<file path="config.mk">
export PLATFORM = sky130hd
export DESIGN_NAME = imem_loader
export DESIGN_NICKNAME = d
export VERILOG_FILES = /design/src/rtl/imem_loader.sv
export SDC_FILE = /design/constraint.sdc
export NUM_CORES = 1
export LEC_CHECK = 0
export ABC_AREA = 0
export ABC_CLOCK_PERIOD_IN_PS = 3290
export CAP_MARGIN = 20
export CELL_PAD_IN_SITES_DETAIL_PLACEMENT = 1
export CELL_PAD_IN_SITES_GLOBAL_PLACEMENT = 1
export CORE_ASPECT_RATIO = 0.7
export CORE_UTILIZATION = 30
export DETAILED_ROUTE_END_ITERATION = 12
export GPL_ROUTABILITY_DRIVEN = 0
export GPL_TIMING_DRIVEN = 1
export PLACE_DENSITY_LB_ADDON = 0.1
export SLEW_MARGIN = 25
export SYNTH_ARGS = -nofsm -noshare
export SYNTH_HDL_FRONTEND = slang
export SYNTH_SLANG_ARGS = --single-unit
</file>
<file path="constraint.sdc">
create_clock -name clk -period 3.29 [get_ports clk]
set_input_delay 0.8225 -clock clk [delete_from_list [all_inputs] [get_ports clk]]
set_output_delay 0.8225 -clock clk [all_outputs]
set_load 0.05 [all_outputs]
</file>
<file path="src/rtl/imem_loader.sv">
// rtl/imem_loader.sv - byte-stream loader that fills instruction memory with little-endian words
//
// Receives a 16-bit little-endian word count followed by count*4 data bytes.
// Each group of four data bytes is assembled into one word, least significant
// byte first. Each word is then written to instruction memory at
// BASE_ADDR + 4*word_idx. cpu_hold stays high for the whole session, so fetch
// never sees partially loaded memory.
//
// Ports:
//   clk, reset            single clock, synchronous active-high reset
//   start                 one-cycle pulse, begins a session (ignored while busy)
//   rx_data/valid/ready   incoming byte handshake; a byte moves on valid & ready
//   mem_we/addr/wdata     one-cycle write strobe with byte address and word
//   cpu_hold, busy        high while a session is in progress
//   done, error           sticky result of the last session (error: count > DEPTH)
module imem_loader #(
    parameter int          DEPTH     = 1024,
    parameter logic [31:0] BASE_ADDR = 32'h0000_0000
) (
    input  logic        clk,
    input  logic        reset,
    input  logic        start,
    input  logic [7:0]  rx_data,
    input  logic        rx_valid,
    output logic        rx_ready,
    output logic        mem_we,
    output logic [31:0] mem_addr,
    output logic [31:0] mem_wdata,
    output logic        cpu_hold,
    output logic        busy,
    output logic        done,
    output logic        error
);

    localparam int WW = (DEPTH > 1) ? $clog2(DEPTH) : 1;

    typedef enum logic [2:0] {
        S_IDLE,
        S_LEN_LO,
        S_LEN_HI,
        S_DATA,
        S_WRITE,
        S_DONE,
        S_ERR
    } state_t;

    state_t      state, state_n;
    logic [15:0] count, count_n;
    logic [1:0]  byte_idx, byte_idx_n;
    logic [WW-1:0] word_idx, word_idx_n;
    // Only the first three bytes need buffering; the fourth goes straight
    // into mem_wdata on the edge that accepts it.
    logic [23:0] wbuf, wbuf_n;
    logic        mem_we_n;
    logic [31:0] mem_addr_n, mem_wdata_n;
    logic        cpu_hold_n, busy_n, done_n, error_n;
    logic [15:0] len;
    logic        accept;

    // rx_ready is a pure decode of the state register, so it is glitch-free
    // and reads 0 in reset.
    assign rx_ready = (state == S_LEN_LO) || (state == S_LEN_HI) || (state == S_DATA);
    assign accept   = rx_valid && rx_ready;
    assign len      = {rx_data, count[7:0]};

    always_ff @(posedge clk) begin
        if (reset) begin
            state     <= S_IDLE;
            count     <= '0;
            byte_idx  <= '0;
            word_idx  <= '0;
            wbuf      <= '0;
            mem_we    <= 1'b0;
            mem_addr  <= '0;
            mem_wdata <= '0;
            cpu_hold  <= 1'b0;
            busy      <= 1'b0;
            done      <= 1'b0;
            error     <= 1'b0;
        end else begin
            state     <= state_n;
            count     <= count_n;
            byte_idx  <= byte_idx_n;
            word_idx  <= word_idx_n;
            wbuf      <= wbuf_n;
            mem_we    <= mem_we_n;
            mem_addr  <= mem_addr_n;
            mem_wdata <= mem_wdata_n;
            cpu_hold  <= cpu_hold_n;
            busy      <= busy_n;
            done      <= done_n;
            error     <= error_n;
        end
    end

    always_comb begin
        state_n     = state;
        count_n     = count;
        byte_idx_n  = byte_idx;
        word_idx_n  = word_idx;
        wbuf_n      = wbuf;
        mem_we_n    = 1'b0;
        mem_addr_n  = mem_addr;
        mem_wdata_n = mem_wdata;
        cpu_hold_n  = cpu_hold;
        busy_n      = busy;
        done_n      = done;
        error_n     = error;

        case (state)
            S_IDLE: begin
                if (start) begin
                    state_n    = S_LEN_LO;
                    count_n    = '0;
                    done_n     = 1'b0;
                    error_n    = 1'b0;
                    busy_n     = 1'b1;
                    cpu_hold_n = 1'b1;
                end
            end
            S_LEN_LO: begin
                if (accept) begin
                    count_n[7:0] = rx_data;
                    state_n      = S_LEN_HI;
                end
            end
            S_LEN_HI: begin
                if (accept) begin
                    count_n = len;
                    if (len == 16'd0) begin
                        state_n = S_DONE;
                    end else if (32'(len) > DEPTH) begin
                        state_n = S_ERR;
                    end else begin
                        state_n    = S_DATA;
                        byte_idx_n = '0;
                        word_idx_n = '0;
                    end
                end
            end
            S_DATA: begin
                if (accept) begin
                    if (byte_idx == 2'd3) begin
                        // Registering the strobe here makes mem_we visible
                        // during the WRITE cycle itself.
                        mem_we_n    = 1'b1;
                        mem_wdata_n = {rx_data, wbuf};
                        mem_addr_n  = BASE_ADDR + (32'(word_idx) << 2);
                        byte_idx_n  = '0;
                        state_n     = S_WRITE;
                    end else begin
                        case (byte_idx)
                            2'd0:    wbuf_n[7:0]   = rx_data;
                            2'd1:    wbuf_n[15:8]  = rx_data;
                            default: wbuf_n[23:16] = rx_data;
                        endcase
                        byte_idx_n = byte_idx + 2'd1;
                    end
                end
            end
            S_WRITE: begin
                // Compare in 32 bits: word_idx+1 can equal DEPTH, which does
                // not fit in WW bits.
                if (32'(word_idx) + 32'd1 == {16'd0, count}) begin
                    state_n = S_DONE;
                end else begin
                    word_idx_n = word_idx + 1'b1;
                    state_n    = S_DATA;
                end
            end
            S_DONE: begin
                done_n     = 1'b1;
                busy_n     = 1'b0;
                cpu_hold_n = 1'b0;
                state_n    = S_IDLE;
            end
            S_ERR: begin
                error_n    = 1'b1;
                busy_n     = 1'b0;
                cpu_hold_n = 1'b0;
                state_n    = S_IDLE;
            end
            default: state_n = S_IDLE;
        endcase
    end

endmodule

</file>
# After elaboration in Yosys (flattened, before gate mapping)
# Index checks and enable logic that the tools add are counted.
# op_classes
addsub,3
magnitude_cmp,1
eq_ne,17
n_mux,31
n_bitwise,5
reduce_logical,28
# op_table
cell,count
$mux 10,4
$mux 16,2
$mux 3,8
$pmux 8 s3,1
$pmux 10 s2,1
$eq 11x16->1,1
$gt 16x11->1 const B,1
$logic_not 16->1,1
$pmux 8 s2,1
$reduce_and 4->1,4
$pmux 3 s5,1
$reduce_and 5->1,3
$ne 2x2->1 const B,7
$reduce_bool 2->1,7
$add 10x1->11 const B,1
$add 10x1->10 const B,1
$mux 2,5
$eq 3x3->1 const B,3
$mux 8,1
$eq 3x2->1 const B,2
$pmux 1 s2,3
$reduce_and 2->1,3
$reduce_and 3->1,2
$not 1->1,5
13 further kinds,17
# totals
reg_bits,101

# Depth between registers and ports, before layout
# Gate-level depths: netlist (run 1).
# depth
depth_word,6
ltp_mapped,11

# Worst setup path before layout (run 1)
# OpenSTA, ideal clock, no wires.
# synth_timing
path_type,in2reg
start,in rx_data[4]
end,reg word_idx[1]
setup_time_ps,120
arrival_time_ps,2335
required_ps,3170
slack_ps,836
stages,5
path_buffers,0
path_cell_list,or4_1 -> nor2_1 -> nand3b_1 -> o311a_1 -> a211o_1
# synth_via
elab_chain_len,3
word_cells_on_any_way,5
# synth_rtl
element,line,rtl
"start, declared",23,"input logic [7:0] rx_data,"
$gt 16x11->1 / $logic_not 16->1 (equally long branches),"132, 130",
$ne 2x2->1 (no line),n/a,
$reduce_and 5->1 (no line) (*),n/a,
"end signal, assigned",84,word_idx <= word_idx_n;
"end, declared",50,"logic [WW-1:0] word_idx, word_idx_n;"
# Every way passes the cells marked *; elsewhere a longest branch is shown, timed or not.
# A chain may end at the register's enable or synchronous reset.

# Worst setup path after layout (run 1)
# layout_timing
start,reg word_idx[5]
end,reg word_idx[4]
# layout_via
elab_chain_len,4
# layout_rtl
element,line,rtl
$add 10x1->11,164,"if (32'(word_idx) + 32'd1 == {16'd0, count}) begin"
$eq 11x16->1,164,
$ne 2x2->1 (no line),n/a,
$reduce_and 5->1 (no line),n/a,
# No other way between the ends.

==> results.md, run 1 <==
* P&R area growth vs syn at 23.22%
* DRC viols at 0
* Dpl cell area at 0.005400 mm2
* Peak Freq at 0.3400 GHz
* Row count at 37
* Total Power at 2.768 mW
* H-tree Lvls at 3
* Max_cap viols at 0
* Largest net degree at the start of global routing at 92
* Relative slew slack at between 30 and 40%
* Chip Width at 150.3 um
* Post-synthesis sequential area ratio at 43.78%
* Skew-Pair Late Insertion Delay at ~0.35 ns
* Clock sink count at roughly 100
* GRT overflow at 0
* Ports at 82
* Crit Path Class: flip-flop to flip-flop
* CP Cell Sequence: nand4_4, or3_4, xnor2_1, o311a_2, nor4_4, or4b_1, o211ai_2
* Layout cells sized above 1 at 8.464%
* Synth warn at 0
* Initial antenna violation count at 0
* Worst stage delay on the critical path at between 0.5 and 0.6 ns
* Post-synthesis sequential element count at 101
* Final worst path period share at 89.39%
* Worst Clk Skew at between 0.008 and 0.009 ns
* Global-route wire length before repair at 21.76 mm
* Vias/cell at 4.932
* CORE AREA at 0.01486 mm2
* Gr usage total at 17.78%
* CTS tree: done
* Fin crit period at 2.941 ns
* Worst Tran Pin Value at 0.9842 ns
* CP Max Fanout at 11
* RSZ-0062 raised after global routing: false
* Wire length per cell at 16.34 um
* Fillers at about 1800
* Worst hold slack at between 0.4 and 0.5 ns
* Hold WC Path Type: flip-flop to flip-flop
* DP Cell Count at 817
* Final Cell Area at ~0.0057 mm2
* Post-Syn Area at 0.004618 mm2
* WP data arrival at 3.22 ns
* Die footprint at 0.01590 mm2
* CP max-delay cell: nor4_4
* Final number of hold-violating endpoints at 0
* Die Ht at 105.8 um
* Port bufs at 59
* Avg Cell Area, Syn at 8.018 um2
* Layout Nets at between 600 and 700
* Asr flop ratio synth at 0%
* Clk root buf: clkbuf_16
* R2R setup slack at 0.35 ns
* Routed vias at 4108
* Power Dens Cells at 486.4 mW/mm2
* Clock transition at the registers of the reported paths at ~0.080 ns
* Hold_buf cts at 0
* CP Launch Type: flip-flop
* Initial drt markers at 207
* VDD IR max at about 0.26 mV
* Antenna cells at 0
* Outcome: completed
* Crit end category: flip-flop
* Final ANT Viol Nets at 0
* Setup violators final at 0
* WL final at 13.61 mm
* Vias in the first global route at 4057
* Initial cell density of the core at between 30% and 40%
* Non-filler instance count after layout at ~830
* Leakage at 1.973 nW
* DP Worst Slack at 0.07147 ns
* Top_reg_cell synth: dfxtp_1
* TritonCTS Buffers at 9
* Slack of the critical path at 0.3491 ns
* Post-CTS Setup Bufs at 0
* Post-synth EDFFs at 0
* Mapped Cells at 576
* Clock Tree Buf Depth at 2
* CTS resizes at 0
* Final core occ at 38.29%
* Synth cell types at 53
* Setup tns final at 0 ns
* Pre-antenna DRT Iters at 4
* Dpl hpwl at 9.638 mm
* Req. time, crit path at 3.57 ns
* Slew Viols, Final at 0
## state kept, by name, summed over array words and instances (netlist names)
signal	flops
state	3
wbuf	24
word_idx	10
error	1
done	1
busy	1
mem_addr	10
mem_wdata	32
mem_we	1
byte_idx	2
count	16
## cell usage after synthesis, types with 2 or more instances
library cell / instances / area, um2
a21oi_1: 76 / 380.4
o21ai_0: 8 / 40.04
o31ai_1: 3 / 22.52
mux2i_1: 20 / 200.2
nor2b_1: 3 / 18.77
inv_1: 10 / 37.54
nor4_1: 8 / 50.05
clkbuf_1: 32 / 120.1
buf_6: 2 / 22.52
o211ai_1: 5 / 37.54
xnor2_1: 10 / 87.58
a311oi_1: 2 / 17.52
and2_1: 3 / 18.77
dfxtp_1: 101 / 2022
nand3_1: 35 / 175.2
a211o_1: 2 / 17.52
buf_4: 23 / 172.7
or4_1: 7 / 52.55
and3_1: 3 / 18.77
nand2_1: 132 / 495.5
nor3b_1: 4 / 30.03
ha_1: 5 / 62.56
xor2_1: 5 / 43.79
buf_2: 4 / 20.02
nor3_1: 11 / 55.05
or3_1: 6 / 37.54
nor2_1: 30 / 112.6
## worst max-delay path: cells and delay by family, from the launching register on
family | cells | cell delay [ns]
AOI/OAI and AO/OA | 2 | 0.46
xor gates and xnor gates | 1 | 0.13
and+or+nand+nor | 4 | 1.73
DFF | 1 | 0.54
## logic make-up after synthesis
logic type      Yosys count  share of synthesized area, %
other cells               1                       0.08120
buf+inv                  73                         8.263
flops                   101                         43.78
compound gates          108                         13.71
xor+xnor                 15                         2.845
mux                      20                         4.335
simple gates            253                         25.63
fa+ha+maj                 5                         1.355
## cell usage in the layout (no fill, tap or decap), types with 2 or more instances in the layout
master	instances
nor3b_1	4
a311oi_1	2
and3_1	3
xor2_1	5
buf_4	29
xnor2_1	10
mux2i_1	20
nand2_1	132
nand3_1	35
a21oi_1	76
o31ai_1	3
inv_1	10
nor3_1	11
nor2_1	30
or4_1	7
inv_8	3
o21ai_0	8
a211o_1	2
and2_1	3
o211ai_1	5
nor4_1	8
clkinv_4	2
nor2b_1	3
conb_1	22
dfxtp_1	101
or3_1	6
ha_1	5
clkbuf_16	9
clkdlybuf4s50_1	58
## layout make-up
| type | instances | area, um2 | share of cell area (%) |
|---|---|---|---|
| multi-input cells | 423 | 2293 | 40.30 |
| clock inverters | 7 | 65.06 | 1.143 |
| repair buffers | 88 | 803.3 | 14.12 |
| clock buffers | 9 | 225.2 | 3.958 |
| inverters | 10 | 37.54 | 0.6596 |
| well taps | 195 | 244.0 | 4.288 |
| flip-flops and latches | 101 | 2022 | 35.53 |
## power breakdown
| part | leakage, nW | total [mW] | switching, mW | internal [mW] |
|---|---|---|---|---|
| Sequential | 0.815 | 1.27 | 0.0271 | 1.24 |
| Clock | 0.146 | 1.06 | 0.530 | 0.534 |
| Combinational | 1.01 | 0.433 | 0.301 | 0.132 |
| Total | 1.97 | 2.77 | 0.858 | 1.91 |
## worst paths after layout
check	start	to	cells past startpoint
setup reg to reg	word_idx[5]	word_idx[4]	7
hold reg to reg	wbuf[9]	mem_wdata[9]	2
hold / removal	wbuf[9]	mem_wdata[9]	2
setup / recovery	word_idx[5]	word_idx[4]	7
## metal layers
metal | global-route usage [%] | routed length [um] | vias to the layer above
met5 | 0 | 0 | -
met4 | 4.545 | 125 | 0
met3 | 3.160 | 568 | 10
met2 | 25.31 | 5572 | 77
met1 | 26.97 | 7347 | 1979
li1 | - | - | 2042
Note: power is estimated with default switching activity, not from simulation.
==> inputs of run 2 (changes only) <==
--- a/config.mk
+++ b/config.mk
@@ -13,6 +13,7 @@
 export CORE_ASPECT_RATIO = 0.7
 export CORE_UTILIZATION = 30
 export DETAILED_ROUTE_END_ITERATION = 12
+export DONT_BUFFER_PORTS = 1
 export GPL_ROUTABILITY_DRIVEN = 0
 export GPL_TIMING_DRIVEN = 1
 export PLACE_DENSITY_LB_ADDON = 0.1
==> results.md, run 2 (synthesis results as in run 1) <==
* CTS resizes at 0
* Slew Viols, Final at 0
* Die Ht at 105.8 um
* Biggest register: mem_wdata
* Gr usage total at 17.33%
* Clock Tree Buf Depth at 2
* Final worst path period share at 84.62%
* TritonCTS Buffers at 9
* Vias/cell at a little over 5
* DRC viols at 0
* Power Dens Cells at 530.6 mW/mm2
* Initial drt markers at 272
* Biggest regs: mem_wdata: 32 flops, wbuf: 24 flops, count: 16 flops
* Global-route wire length before repair at 21.24 mm
* Hold path cells at 2
* Setup violators final at 0
* CP Cell Sequence: nand3_1, or3_4, xnor2_1, o311a_2, nor4_4, buf_4, nor3b_1, a211o_1
* DP Cell Count at between 700 and 800
* Relative slew slack at 33.65%
* Clk root buf: clkbuf_16
* Final number of hold-violating endpoints at 0
* Post-CTS Setup Bufs at 0
* Row count at 37
* Antenna cells at 0
* Worst stage delay on the critical path at 0.58 ns
* Fin crit period at 2.784 ns
* Fillers at 1786
* CP max-delay cell: dfxtp_1
* Ports at between 80 and 90
* CP Launch Type: flip-flop
* Initial cell density of the core at 31.08%
* Hold_buf cts at 0
* CP Max Fanout at 14
* Crit end category: flip-flop
* Layout cells sized above 1 at 6.228%
* Req. time, crit path at 3.53 ns
* Port bufs at 0
* Setup tns final at 0 ns
* Crit Path Class: flip-flop to flip-flop
* Max_cap viols at 0
* WL final at 13.34 mm
* Worst Tran Pin Value at 0.9938 ns
* Commonest non-fill, non-tap cell in the layout: nand2_1
* Routed vias at 3820
* CORE AREA at 0.01486 mm2
* Worst Clk Skew at 0.007955 ns
* Die footprint at 0.01590 mm2
* Clock transition at the registers of the reported paths at 0.07 ns
* H-tree Lvls at 3
* Vias in the first global route at 3801
* Leakage at ~1.7 nW
* Commonest cells after routing, fill and taps aside: nand2_1 (132), dfxtp_1 (101), a21oi_1 (76)
* Layout Nets at 574
* Largest net degree at the start of global routing at 98
* Dpl hpwl at roughly 9.4 mm
* Worst hold slack at 0.4544 ns
* Clock sink count at a little over 100
* Non-filler instance count after layout at around 760
* Pre-antenna DRT Iters at 4
* Chip Width at between 150 and 200 um
* Total Power at 2.634 mW
* GRT overflow at 0
* Reg2reg path depth at 8
* CTS tree: done
* Peak Freq at 0.3592 GHz
* Skew-Pair Late Insertion Delay at 0.34 ns
* Final ANT Viol Nets at 0
* P&R area growth vs syn at 7.478%
* WP data arrival at 3.02 ns
* Wire length per cell at 17.62 um
* Outcome: completed
* Largest register FFs at 32
* Hold WC Path Type: flip-flop to flip-flop
* VDD IR max at 0.2298 mV
* Initial antenna violation count at 0
* RSZ-0062 raised after global routing: false
## run 2: worst max-delay path, delay by kind of cell (launching register included)
| kind | cells | cell delay (ns) |
|---|---|---|
| DFF | 1 | 0.58 |
| and+or+nand+nor | 4 | 1.08 |
| buffers and inverters | 1 | 0.26 |
| AOI/OAI and AO/OA | 2 | 0.62 |
| xor gates and xnor gates | 1 | 0.14 |
## run 2: metrics by stage
stage | setup WS (ns) | cell area (um2) | utilization (%)
floorplan | 0.8356 | 4697 | -
global placement | 0.6084 | 4687 | 31.54
detailed placement | 0.5505 | 4687 | 31.54
CTS | 0.5241 | 4964 | 33.40
global route | 0.3644 | 4964 | 33.40
finish | 0.5060 | 4964 | 33.40
## run 2: cell type report
cell class | instances | area [um2] | area share, %
Inverter | 10 | 37.54 | 0.7562
Timing Repair Buffer | 12 | 90.09 | 1.815
Sequential cell | 101 | 2022 | 40.74
Clock buffer | 10 | 229.0 | 4.613
Multi-Input combinational cell | 423 | 2293 | 46.21
Tap cell | 195 | 244.0 | 4.916
Clock inverter | 6 | 47.55 | 0.9579
## run 2: final timing paths
path	from	end	slack (ns)
max	word_idx[2]	word_idx[1]	0.51
min	wbuf[15]	mem_wdata[15]	0.45
max reg2reg	word_idx[2]	word_idx[1]	0.51
min reg2reg	wbuf[15]	mem_wdata[15]	0.45
## run 2: power breakdown
group	internal [mW]	switching [mW]	total (mW)
logic	0.0939	0.233	0.327
clock network	0.521	0.489	1.01
registers	1.24	0.0532	1.30
## run 2: per-layer routing
metal | GRT usage, % | vias to the layer above | routed length, um | share of wire [%]
met1 | 26.63 | 1863 | 7220 | 54
met3 | 3.983 | 7 | 603 | 4.5
met5 | 0 | - | 0 | 0
met2 | 24.19 | 69 | 5442 | 41
met4 | 3.030 | 0 | 73 | 0.55
li1 | - | 1881 | - | -
